--- src/rtl/sw_debounce_pkg.sv ---
// Shared constants and helpers for the switch debouncer.
// Counter width derives from the acceptance threshold so one package serves every build.
package sw_debounce_pkg;

   localparam int DB_CYCLES_10MS_100MHZ = 1000000;
   localparam int DB_CYCLES_SIM         = 4;

   // Counter must be able to hold DB_CYCLES-1; threshold values below 1 are illegal.
   function automatic int cnt_width(input int db_cycles);
      return (db_cycles < 1) ? 1 : $clog2(db_cycles + 1);
   endfunction

endpackage

--- src/rtl/sw_debounce_if.sv ---
// Switch bundle between the board pins and the debouncer.
// There is no handshake: sw_raw is an async level, sw_db is a registered level, sw_rise/sw_fall are one-cycle strobes.
interface sw_debounce_if #(
   parameter int WIDTH = 2
);
   logic [WIDTH-1:0] sw_raw;
   logic [WIDTH-1:0] sw_db;
   logic [WIDTH-1:0] sw_rise;
   logic [WIDTH-1:0] sw_fall;

   modport master (output sw_raw, input sw_db, input sw_rise, input sw_fall);
   modport slave  (input sw_raw, output sw_db, output sw_rise, output sw_fall);
endinterface

--- src/rtl/sw_debounce_db_bit.sv ---
// One switch bit: two-flop synchroniser, persistence counter and optional edge-pulse registers.
// Edge pulses are built only when SW_DEBOUNCE_EDGE_EN is defined.
module db_bit
   import sw_debounce_pkg::*;
#(
   parameter int DB_CYCLES = DB_CYCLES_10MS_100MHZ
) (
   input  logic clk,
   input  logic rst_n,
   input  logic raw_i,
   output logic db_o,
   output logic rise_o,
   output logic fall_o
);

   localparam int CW = cnt_width(DB_CYCLES);
   localparam logic [CW-1:0] LAST = CW'(DB_CYCLES - 1);

   logic          s1_q, s2_q;
   logic          db_q, db_d;
   logic [CW-1:0] cnt_q, cnt_d;
   logic          accept;

   // Clearing on acceptance or on a return to the held level keeps the counter from ever wrapping.
   always_comb begin
      accept = (s2_q != db_q) && (cnt_q == LAST);
      db_d   = accept ? s2_q : db_q;
      cnt_d  = cnt_q + CW'(1);
      if ((s2_q == db_q) || accept) cnt_d = '0;
   end

   always_ff @(posedge clk or negedge rst_n) begin
      if (!rst_n) begin
         s1_q  <= 1'b0;
         s2_q  <= 1'b0;
         db_q  <= 1'b0;
         cnt_q <= '0;
      end else begin
         s1_q  <= raw_i;
         s2_q  <= s1_q;
         db_q  <= db_d;
         cnt_q <= cnt_d;
      end
   end

   assign db_o = db_q;

`ifdef SW_DEBOUNCE_EDGE_EN
   logic rise_q, fall_q;

   always_ff @(posedge clk or negedge rst_n) begin
      if (!rst_n) begin
         rise_q <= 1'b0;
         fall_q <= 1'b0;
      end else begin
         rise_q <= accept && s2_q;
         fall_q <= accept && !s2_q;
      end
   end

   assign rise_o = rise_q;
   assign fall_o = fall_q;
`else
   assign rise_o = 1'b0;
   assign fall_o = 1'b0;
`endif

endmodule

--- src/rtl/sw_debounce.sv ---
// Debounces WIDTH independent slide switches into clean registered levels and optional edge strobes.
// Define SW_DEBOUNCE_EDGE_EN to build the sw_rise/sw_fall registers; otherwise they read 0.
module sw_debounce
   import sw_debounce_pkg::*;
#(
   parameter int WIDTH     = 2,
   parameter int DB_CYCLES = DB_CYCLES_10MS_100MHZ
) (
   input  logic          clk,
   input  logic          rst_n,
   sw_debounce_if.slave  bus
);

   logic [WIDTH-1:0] db_w;
   logic [WIDTH-1:0] rise_w;
   logic [WIDTH-1:0] fall_w;

   for (genvar i = 0; i < WIDTH; i++) begin : g_bit
      db_bit #(
         .DB_CYCLES (DB_CYCLES)
      ) u_db_bit (
         .clk    (clk),
         .rst_n  (rst_n),
         .raw_i  (bus.sw_raw[i]),
         .db_o   (db_w[i]),
         .rise_o (rise_w[i]),
         .fall_o (fall_w[i])
      );
   end

   assign bus.sw_db   = db_w;
   assign bus.sw_rise = rise_w;
   assign bus.sw_fall = fall_w;

endmodule
--- src/flat_wrapper.sv ---
// flat-port wrapper written by rule: the top's interface ports become plain ports
module sw_debounce_flat import sw_debounce_pkg::*;
#(
   parameter int WIDTH     = 2,
   parameter int DB_CYCLES = DB_CYCLES_10MS_100MHZ
)
  (clk, rst_n, bus_sw_raw, bus_sw_db, bus_sw_rise, bus_sw_fall);
  sw_debounce_if #(.WIDTH(WIDTH)) bus_i ();
  input  logic clk;
  input  logic rst_n;
  input wire logic [$bits(bus_i.sw_raw)-1:0] bus_sw_raw;
  output wire logic [$bits(bus_i.sw_db)-1:0] bus_sw_db;
  output wire logic [$bits(bus_i.sw_rise)-1:0] bus_sw_rise;
  output wire logic [$bits(bus_i.sw_fall)-1:0] bus_sw_fall;
  assign bus_i.sw_raw = bus_sw_raw;
  assign bus_sw_db = bus_i.sw_db;
  assign bus_sw_rise = bus_i.sw_rise;
  assign bus_sw_fall = bus_i.sw_fall;
  sw_debounce #(.WIDTH(WIDTH), .DB_CYCLES(DB_CYCLES)) u_core (.clk(clk), .rst_n(rst_n), .bus(bus_i));
endmodule
--- config.mk ---
export PLATFORM = sky130hd
export DESIGN_NAME = sw_debounce_flat
export DESIGN_NICKNAME = d
export VERILOG_FILES = /design/src/rtl/sw_debounce_pkg.sv /design/src/rtl/sw_debounce_if.sv /design/src/rtl/sw_debounce_db_bit.sv /design/src/rtl/sw_debounce.sv /design/src/flat_wrapper.sv
export SDC_FILE = /design/constraint.sdc
export NUM_CORES = 1
export LEC_CHECK = 0
export CAP_MARGIN = 20
export CORE_MARGIN = 1
export CORE_UTILIZATION = 53
export CTS_CLUSTER_SIZE = 40
export DETAILED_ROUTE_END_ITERATION = 8
export PLACE_DENSITY = 0.71
export SYNTH_ARGS = -nofsm -noshare
export SYNTH_HDL_FRONTEND = slang
export SYNTH_SLANG_ARGS = --single-unit
--- constraint.sdc ---
create_clock -name clk -period 2.8 [get_ports clk]
set_input_delay 0.7 -clock clk [delete_from_list [all_inputs] [get_ports clk]]
set_output_delay 0.7 -clock clk [all_outputs]
set_load 0.01 [all_outputs]
==> results of run 1 <==
-- power groups by stage --
| stage | combinational, mW | clock (mW) | sequential [mW] |
|---|---|---|---|
| final | 0.0454 | 0.504 | 0.683 |
| after global routing | 0.0543 | 0.546 | 0.685 |
| after CTS | 0.0470 | 0.513 | 0.683 |
| after detailed placement | 0.0465 | 0 | 0.696 |
| after global placement | 0.0463 | 0 | 0.696 |
| after floorplan | 0.0281 | 0 | 0.694 |
-- through the flow --
stage,instance area [µm²],setup slack (ns),hold slack (ns),power (mW)
after detailed placement,2315,0.6143,0.3356,0.7425
final,2427,0.5945,0.2521,1.232
after global placement,2315,0.6495,0.3429,0.7419
after floorplan,2252,0.7337,0.3312,0.7226
after CTS,2427,0.5905,0.2568,1.243
after global routing,2427,0.4301,0.2629,1.285
-- worst paths after layout --
| kind | slack, ns | endpoint | from |
|---|---|---|---|
| max | 0.59 | u_core.g_bit[1].u_db_bit.db_o$_DFFE_PN0P_ | u_core.g_bit[1].u_db_bit.cnt_q[0]$_DFF_PN0_ |
| min | 0.25 | u_core.g_bit[0].u_db_bit.cnt_q[11]$_DFF_PN0_ | rst_n |
| max reg2reg | 0.59 | u_core.g_bit[1].u_db_bit.db_o$_DFFE_PN0P_ | u_core.g_bit[1].u_db_bit.cnt_q[0]$_DFF_PN0_ |
| min reg2reg | 0.36 | u_core.g_bit[1].u_db_bit.s2_q$_DFF_PN0_ | u_core.g_bit[1].u_db_bit.s1_q$_DFF_PN0_ |
| max in group asynchronous | 1.84 | u_core.g_bit[1].u_db_bit.cnt_q[9]$_DFF_PN0_ | rst_n |
| min in group clk | 0.36 | u_core.g_bit[1].u_db_bit.s2_q$_DFF_PN0_ | u_core.g_bit[1].u_db_bit.s1_q$_DFF_PN0_ |
-- state kept, by name, summed over array words and instances (netlist names) --
name                         count
u_core.g_bit.u_db_bit.cnt_q     40
u_core.g_bit.u_db_bit.db_o       2
u_core.g_bit.u_db_bit.s1_q       2
u_core.g_bit.u_db_bit.s2_q       2
-- placed cells by master (no fill, tap or decap), types with 2 or more instances in the layout --
master	n
sky130_fd_sc_hd__o21ai_0	6
sky130_fd_sc_hd__clkbuf_8	5
sky130_fd_sc_hd__clkdlybuf4s50_1	4
sky130_fd_sc_hd__conb_1	4
sky130_fd_sc_hd__or4_1	5
sky130_fd_sc_hd__nand3_1	14
sky130_fd_sc_hd__o31ai_1	3
sky130_fd_sc_hd__nor3_1	11
sky130_fd_sc_hd__nand4_1	8
sky130_fd_sc_hd__nor4_1	7
sky130_fd_sc_hd__nand2_1	12
sky130_fd_sc_hd__xor2_1	6
sky130_fd_sc_hd__inv_1	10
sky130_fd_sc_hd__buf_4	3
sky130_fd_sc_hd__or3_1	5
sky130_fd_sc_hd__a21oi_1	8
sky130_fd_sc_hd__dfrtp_1	46
sky130_fd_sc_hd__and3_1	2
sky130_fd_sc_hd__xnor2_1	21
sky130_fd_sc_hd__mux2i_1	2
sky130_fd_sc_hd__ha_1	2
sky130_fd_sc_hd__or4_4	2
sky130_fd_sc_hd__nor2_1	36
-- synth_stat cells (5+ instances only) --
library cell	instances
sky130_fd_sc_hd__o21ai_0	6
sky130_fd_sc_hd__inv_1	10
sky130_fd_sc_hd__nor2_1	36
sky130_fd_sc_hd__nand3_1	14
sky130_fd_sc_hd__nor3_1	11
sky130_fd_sc_hd__dfrtp_1	46
sky130_fd_sc_hd__or4_1	5
sky130_fd_sc_hd__buf_4	6
sky130_fd_sc_hd__nand2_1	12
sky130_fd_sc_hd__xor2_1	6
sky130_fd_sc_hd__nand4_1	8
sky130_fd_sc_hd__xnor2_1	21
sky130_fd_sc_hd__nor4_1	7
sky130_fd_sc_hd__a21oi_1	8
sky130_fd_sc_hd__or3_1	5
-- worst register-to-register path, stage by stage, from the launching register on --
cell	delay, ns
sky130_fd_sc_hd__dfrtp_1	0.40
sky130_fd_sc_hd__ha_1	0.20
sky130_fd_sc_hd__nand3_1	0.27
sky130_fd_sc_hd__or4_4	0.64
sky130_fd_sc_hd__nor2_1	0.23
sky130_fd_sc_hd__mux2_1	0.35
-- per-layer routing --
layer	part of all wire (%)	global-route usage, %	vias to the layer above	wire, µm
met5	0	0	-	0
met4	1.2	6.915	0	49
met3	3.0	7.021	6	122
met2	49	33.38	18	1953
met1	47	27.50	778	1876
li1	-	-	783	-
-- cell families (layout without fill, tap and decap cells) --
kind of cell | count (synthesis) | in the layout | synth area share [%]
simple gates | 105 | 105 | 24.01
xor+xnor | 27 | 27 | 10.55
flops | 46 | 46 | 51.37
buf+inv | 21 | 26 | 4.913
compound gates | 21 | 21 | 5.975
mux | 4 | 4 | 1.898
fa+ha+maj | 2 | 2 | 1.117
other cells | 1 | 4 | 0.1673
-- cell type report --
| type | count | area (µm²) | area share, % |
|---|---|---|---|
| clock buffer | 5 | 68.82 | 2.835 |
| tap | 50 | 62.56 | 2.577 |
| clock inverter | 3 | 43.79 | 1.804 |
| timing repair buffer | 8 | 67.56 | 2.784 |
| multi-input combinational | 163 | 996.0 | 41.03 |
| sequential | 46 | 1151 | 47.42 |
| inverter | 10 | 37.54 | 1.546 |
==> metrics, run 1 <==
outcome finished clean; instance count on the critical path 5; max-slew headroom at the worst pin 58.28%; sequential fraction of the synthesis area 51.37%; vias after detailed routing 1585; core area 4029 µm²; number of global-route vias before repair 1510; DR WL/cell 14.04 µm; largest area contributor in the netlist sky130_fd_sc_hd__dfrtp_1; wire length of the first global-routing pass 6969 µm; Pre-Repair DR Iteration Count 4; P_sw 276.9 µW; wirelength, routed 4001 µm; data arrival time at the worst-slack endpoint 2.40 ns; flops & latches, synth 46; Antenna Violating Nets Remaining 0; Slew Limit Fails 0; buffer levels on the longest clock path 2; crit share post-route 78.77%; critical path buffer and inverter count 0; capturing element type of the critical path flip-flop; total grt overflow 0; post-layout utilization of the core 60.25%; worst-case clock skew 0.007755 ns; RSZ-0062 raised after global routing no; share of post-route cells with drive strength above 1 8.511%; Leakage 0.9419 nW; biggest fanout along the worst timing path 8; number of antenna violations at the first check in global routing 0; die outline area 4492 µm²; Worst path max stage delay 0.64 ns; vias per cell 5.561; CTS tree yes; pin count of the biggest net entering global routing 35; Netlist Area Pre-Place 2241 µm²; number of enable flip-flop cells after synthesis 0; endpoints failing setup 0; IR drop worst, VDD 431.6 µV; combinational share of power 3.7%; clock insertion delay at the later pin of the skew report 0.31 ns; DIE HEIGHT 67.03 µm; critical-path cell with the highest stage delay sky130_fd_sc_hd__or4_4; switching power share of the total 22.47%; layout overhead on the synthesized area 8.319%; Final Instance Count excl. Fillers 285; Overall Global Routing Usage 21.31%; die span in x 67.03 µm; half-perimeter wire length of the detailed placement result 2703 µm; register share of total power 55.4%; drc violations 0; weighted congestion reported at the end of routability-driven placement 0.8108; Synth area leaders sky130_fd_sc_hd__dfrtp_1 51%, sky130_fd_sc_hd__xnor2_1 8.2%, sky130_fd_sc_hd__nor2_1 6.0%; CTS buffer count 5; internal power 955.1 µW; top flip-flop cell by instance count after synthesis sky130_fd_sc_hd__dfrtp_1; number of clock sinks 46; post_cts resized 0; count of endpoints failing hold in the final timing report 0; Slew @ Worst Pin 0.6201 ns; Worst EP required 3.00 ns; startpoint class of the critical path flip-flop; Post-CTS Hold Buffers 0; synth unique cells 32; number of cells in the design after placement 277; Final Critical Period 2.205 ns; starting density of the core 55.62%; sum of negative setup slack 0 ns; number of cells produced by synthesis 227; fill cell total of the finished layout 361; Highest Clock Rate 453.4 MHz; relative contribution of the clock network to total power 40.9%; Synth async-reset ratio 100.0%; violation count after the first detailed-route iteration 108; cell chain of the critical path ha_1, nand3_1, or4_4, nor2_1, mux2_1; count of port buffers added during placement 5; synth warn 0; area share of the largest cell type after synthesis 51.37%; number of rows created at floorplan 23; # nets final 240; cell class contributing the biggest share of worst-path delay simple AND/OR/NAND/NOR gates; boundary pin count 10; number of levels the H-tree was split into 2; total power divided by cell area 507.6 nW/µm²; number of max-cap violations 0; clock input transition at the sequential cells of the worst setup and hold paths 0.09 ns; R2R depth 5; number of buffers inserted to repair setup after CTS 0; worst setup path category flip-flop to flip-flop; buffer type at the clock tree root sky130_fd_sc_hd__clkbuf_8; mean area per synthesized cell 9.872 µm²; number of antenna diodes 0; worst hold path type input port to asynchronous set/reset pin
(Power assumes the default switching activity.)
==> inputs of run 2 (changes only) <==
==> constraint.sdc (replaced) <==
create_clock -name clk -period 2.1 [get_ports clk]
set_input_delay 0.525 -clock clk [delete_from_list [all_inputs] [get_ports clk]]
set_output_delay 0.525 -clock clk [all_outputs]
set_load 0.01 [all_outputs]
==> metrics, run 2 (synthesized netlist as in run 1, its figures left out) <==
outcome finished clean; IR drop worst, VDD 505.7 µV; Slew @ Worst Pin 0.5695 ns; Power, Total 1.526 mW; buffer levels on the longest clock path 2; weighted congestion reported at the end of routability-driven placement 0.7829; core area 4029 µm²; register share of total power 59.6%; critical-path cell with the highest stage delay sky130_fd_sc_hd__or4_1; count of endpoints failing hold in the final timing report 0; highest-count cells in the layout ignoring fill and taps 46 x sky130_fd_sc_hd__dfrtp_1, 36 x sky130_fd_sc_hd__nor2_1, 21 x sky130_fd_sc_hd__xnor2_1; total power divided by cell area 603.0 nW/µm²; dpl cell area 2425 µm²; cell chain of the critical path or4_1, or4_4, nor2_1, mux2_1; number of flip-flops in the largest register 40; RSZ-0062 raised after global routing no; max-slew headroom at the worst pin 62.03%; Overall Global Routing Usage 22.06%; die span in x 67.03 µm; R2R depth 4; number of clock sinks 46; cell class contributing the biggest share of worst-path delay simple AND/OR/NAND/NOR gates; DR WL/cell 13.24 µm; starting density of the core 55.62%; crit share post-route 97.27%; worst-case clock skew 0.009463 ns; instance count on the critical path 4; violation count after the first detailed-route iteration 86; Pre-Repair DR Iteration Count 4; wire length of the first global-routing pass 7189 µm; Final Critical Period 2.043 ns; Worst EP required 2.29 ns; Leakage 1.009 nW; total grt overflow 0; number of levels the H-tree was split into 2; worst hold path type input port to asynchronous set/reset pin; boundary pin count 10; data arrival time at the worst-slack endpoint 2.23 ns; wirelength, routed 3960 µm; switching power share of the total 22.13%; vias per cell 5.431; most frequent standard cell in the layout excluding fill and tap cells sky130_fd_sc_hd__dfrtp_1; post-layout utilization of the core 62.83%; biggest fanout along the worst timing path 2; half-perimeter wire length of the detailed placement result 2734 µm; number of rows created at floorplan 23; number of antenna diodes 0; internal power 1.188 mW; relative contribution of the clock network to total power 35.9%; Slew Limit Fails 0; CTS buffer count 5; capturing element type of the critical path flip-flop; die outline area 4492 µm²; CTS tree yes; drc violations 0; combinational share of power 4.5%; number of global-route vias before repair 1655; area taken by multi-input logic gates 1003 µm²; endpoints failing setup 0; clock input transition at the sequential cells of the worst setup and hold paths 0.08 ns; fill cell total of the finished layout 343; number of antenna violations at the first check in global routing 0; Post-CTS Hold Buffers 0; count of port buffers added during placement 5; layout overhead on the synthesized area 12.95%; vias after detailed routing 1624; number of max-cap violations 0; worst setup path category flip-flop to flip-flop; critical path buffer and inverter count 0; sum of negative setup slack 0 ns; most flop-heavy register u_core.g_bit.u_db_bit.cnt_q; P_sw 337.8 µW; sequential cell area 1151 µm²; share of post-route cells with drive strength above 1 14.06%; clock insertion delay at the later pin of the skew report 0.30 ns; startpoint class of the critical path flip-flop; Worst path max stage delay 0.52 ns; # nets final 254; DIE HEIGHT 67.03 µm; pin count of the biggest net entering global routing 47; Antenna Violating Nets Remaining 0; buffer type at the clock tree root sky130_fd_sc_hd__clkbuf_8; Highest Clock Rate 489.5 MHz; Final Cell Area 2531 µm²
run 2: metrics by stage:
| step | hold slack (ns) | instances | setup slack (ns) |
|---|---|---|---|
| 2_1_floorplan | 0.2294 | 230 | 0.03365 |
| 3_3_place_gp | 0.3350 | 290 | 0.1066 |
| 3_5_place_dp | 0.3356 | 290 | 0.07617 |
| 4_1_cts | 0.3087 | 298 | 0.05849 |
| 5_1_grt | 0.3446 | 299 | 0.003799 |
| 6_report | 0.2954 | 299 | 0.05729 |
run 2: final timing paths:
check | from | endpoint | slack (ns)
min in group clk | u_core.g_bit[1].u_db_bit.s1_q$_DFF_PN0_ | u_core.g_bit[1].u_db_bit.s2_q$_DFF_PN0_ | 0.35
hold / removal | rst_n | u_core.g_bit[0].u_db_bit.cnt_q[17]$_DFF_PN0_ | 0.30
setup reg to reg | u_core.g_bit[1].u_db_bit.cnt_q[12]$_DFF_PN0_ | u_core.g_bit[1].u_db_bit.db_o$_DFFE_PN0P_ | 0.06
setup / recovery | u_core.g_bit[1].u_db_bit.cnt_q[12]$_DFF_PN0_ | u_core.g_bit[1].u_db_bit.db_o$_DFFE_PN0P_ | 0.06
max in group asynchronous | rst_n | u_core.g_bit[0].u_db_bit.cnt_q[15]$_DFF_PN0_ | 1.41
hold reg to reg | u_core.g_bit[1].u_db_bit.s1_q$_DFF_PN0_ | u_core.g_bit[1].u_db_bit.s2_q$_DFF_PN0_ | 0.35
run 2: routing by layer:
metal / track usage (%) / vias to the layer above / wire [µm]
met1: 27.27 / 778 / 1814
met4: 10.37 / 0 / 85
met5: 0 / - / 0
li1: - / 821 / -
met3: 5.993 / 8 / 103
met2: 35.38 / 17 / 1957
run 2: timing repair:
item                       4_1_cts  5_1_grt
buffers inserted                 0        1
resized for setup                0        2
setup endpoints to repair        0        4
run 2: area by class of cell:
| cell class | instances | area share, % |
|---|---|---|
| Sequential cell | 46 | 45.48 |
| Multi-Input combinational cell | 163 | 39.64 |
| Timing Repair Buffer | 22 | 7.316 |
| Clock buffer | 7 | 3.411 |
| Tap cell | 50 | 2.472 |
| Inverter | 10 | 1.483 |
| Clock inverter | 1 | 0.1977 |
run 2: power groups by stage:
stage | clock network [mW] | registers [mW] | logic (mW)
2_1_floorplan | 0 | 0.926 | 0.0375
3_5_place_dp | 0 | 0.928 | 0.0683
5_1_grt | 0.612 | 0.912 | 0.0827
6_report | 0.547 | 0.910 | 0.0686
3_3_place_gp | 0 | 0.928 | 0.0674
4_1_cts | 0.574 | 0.911 | 0.0684
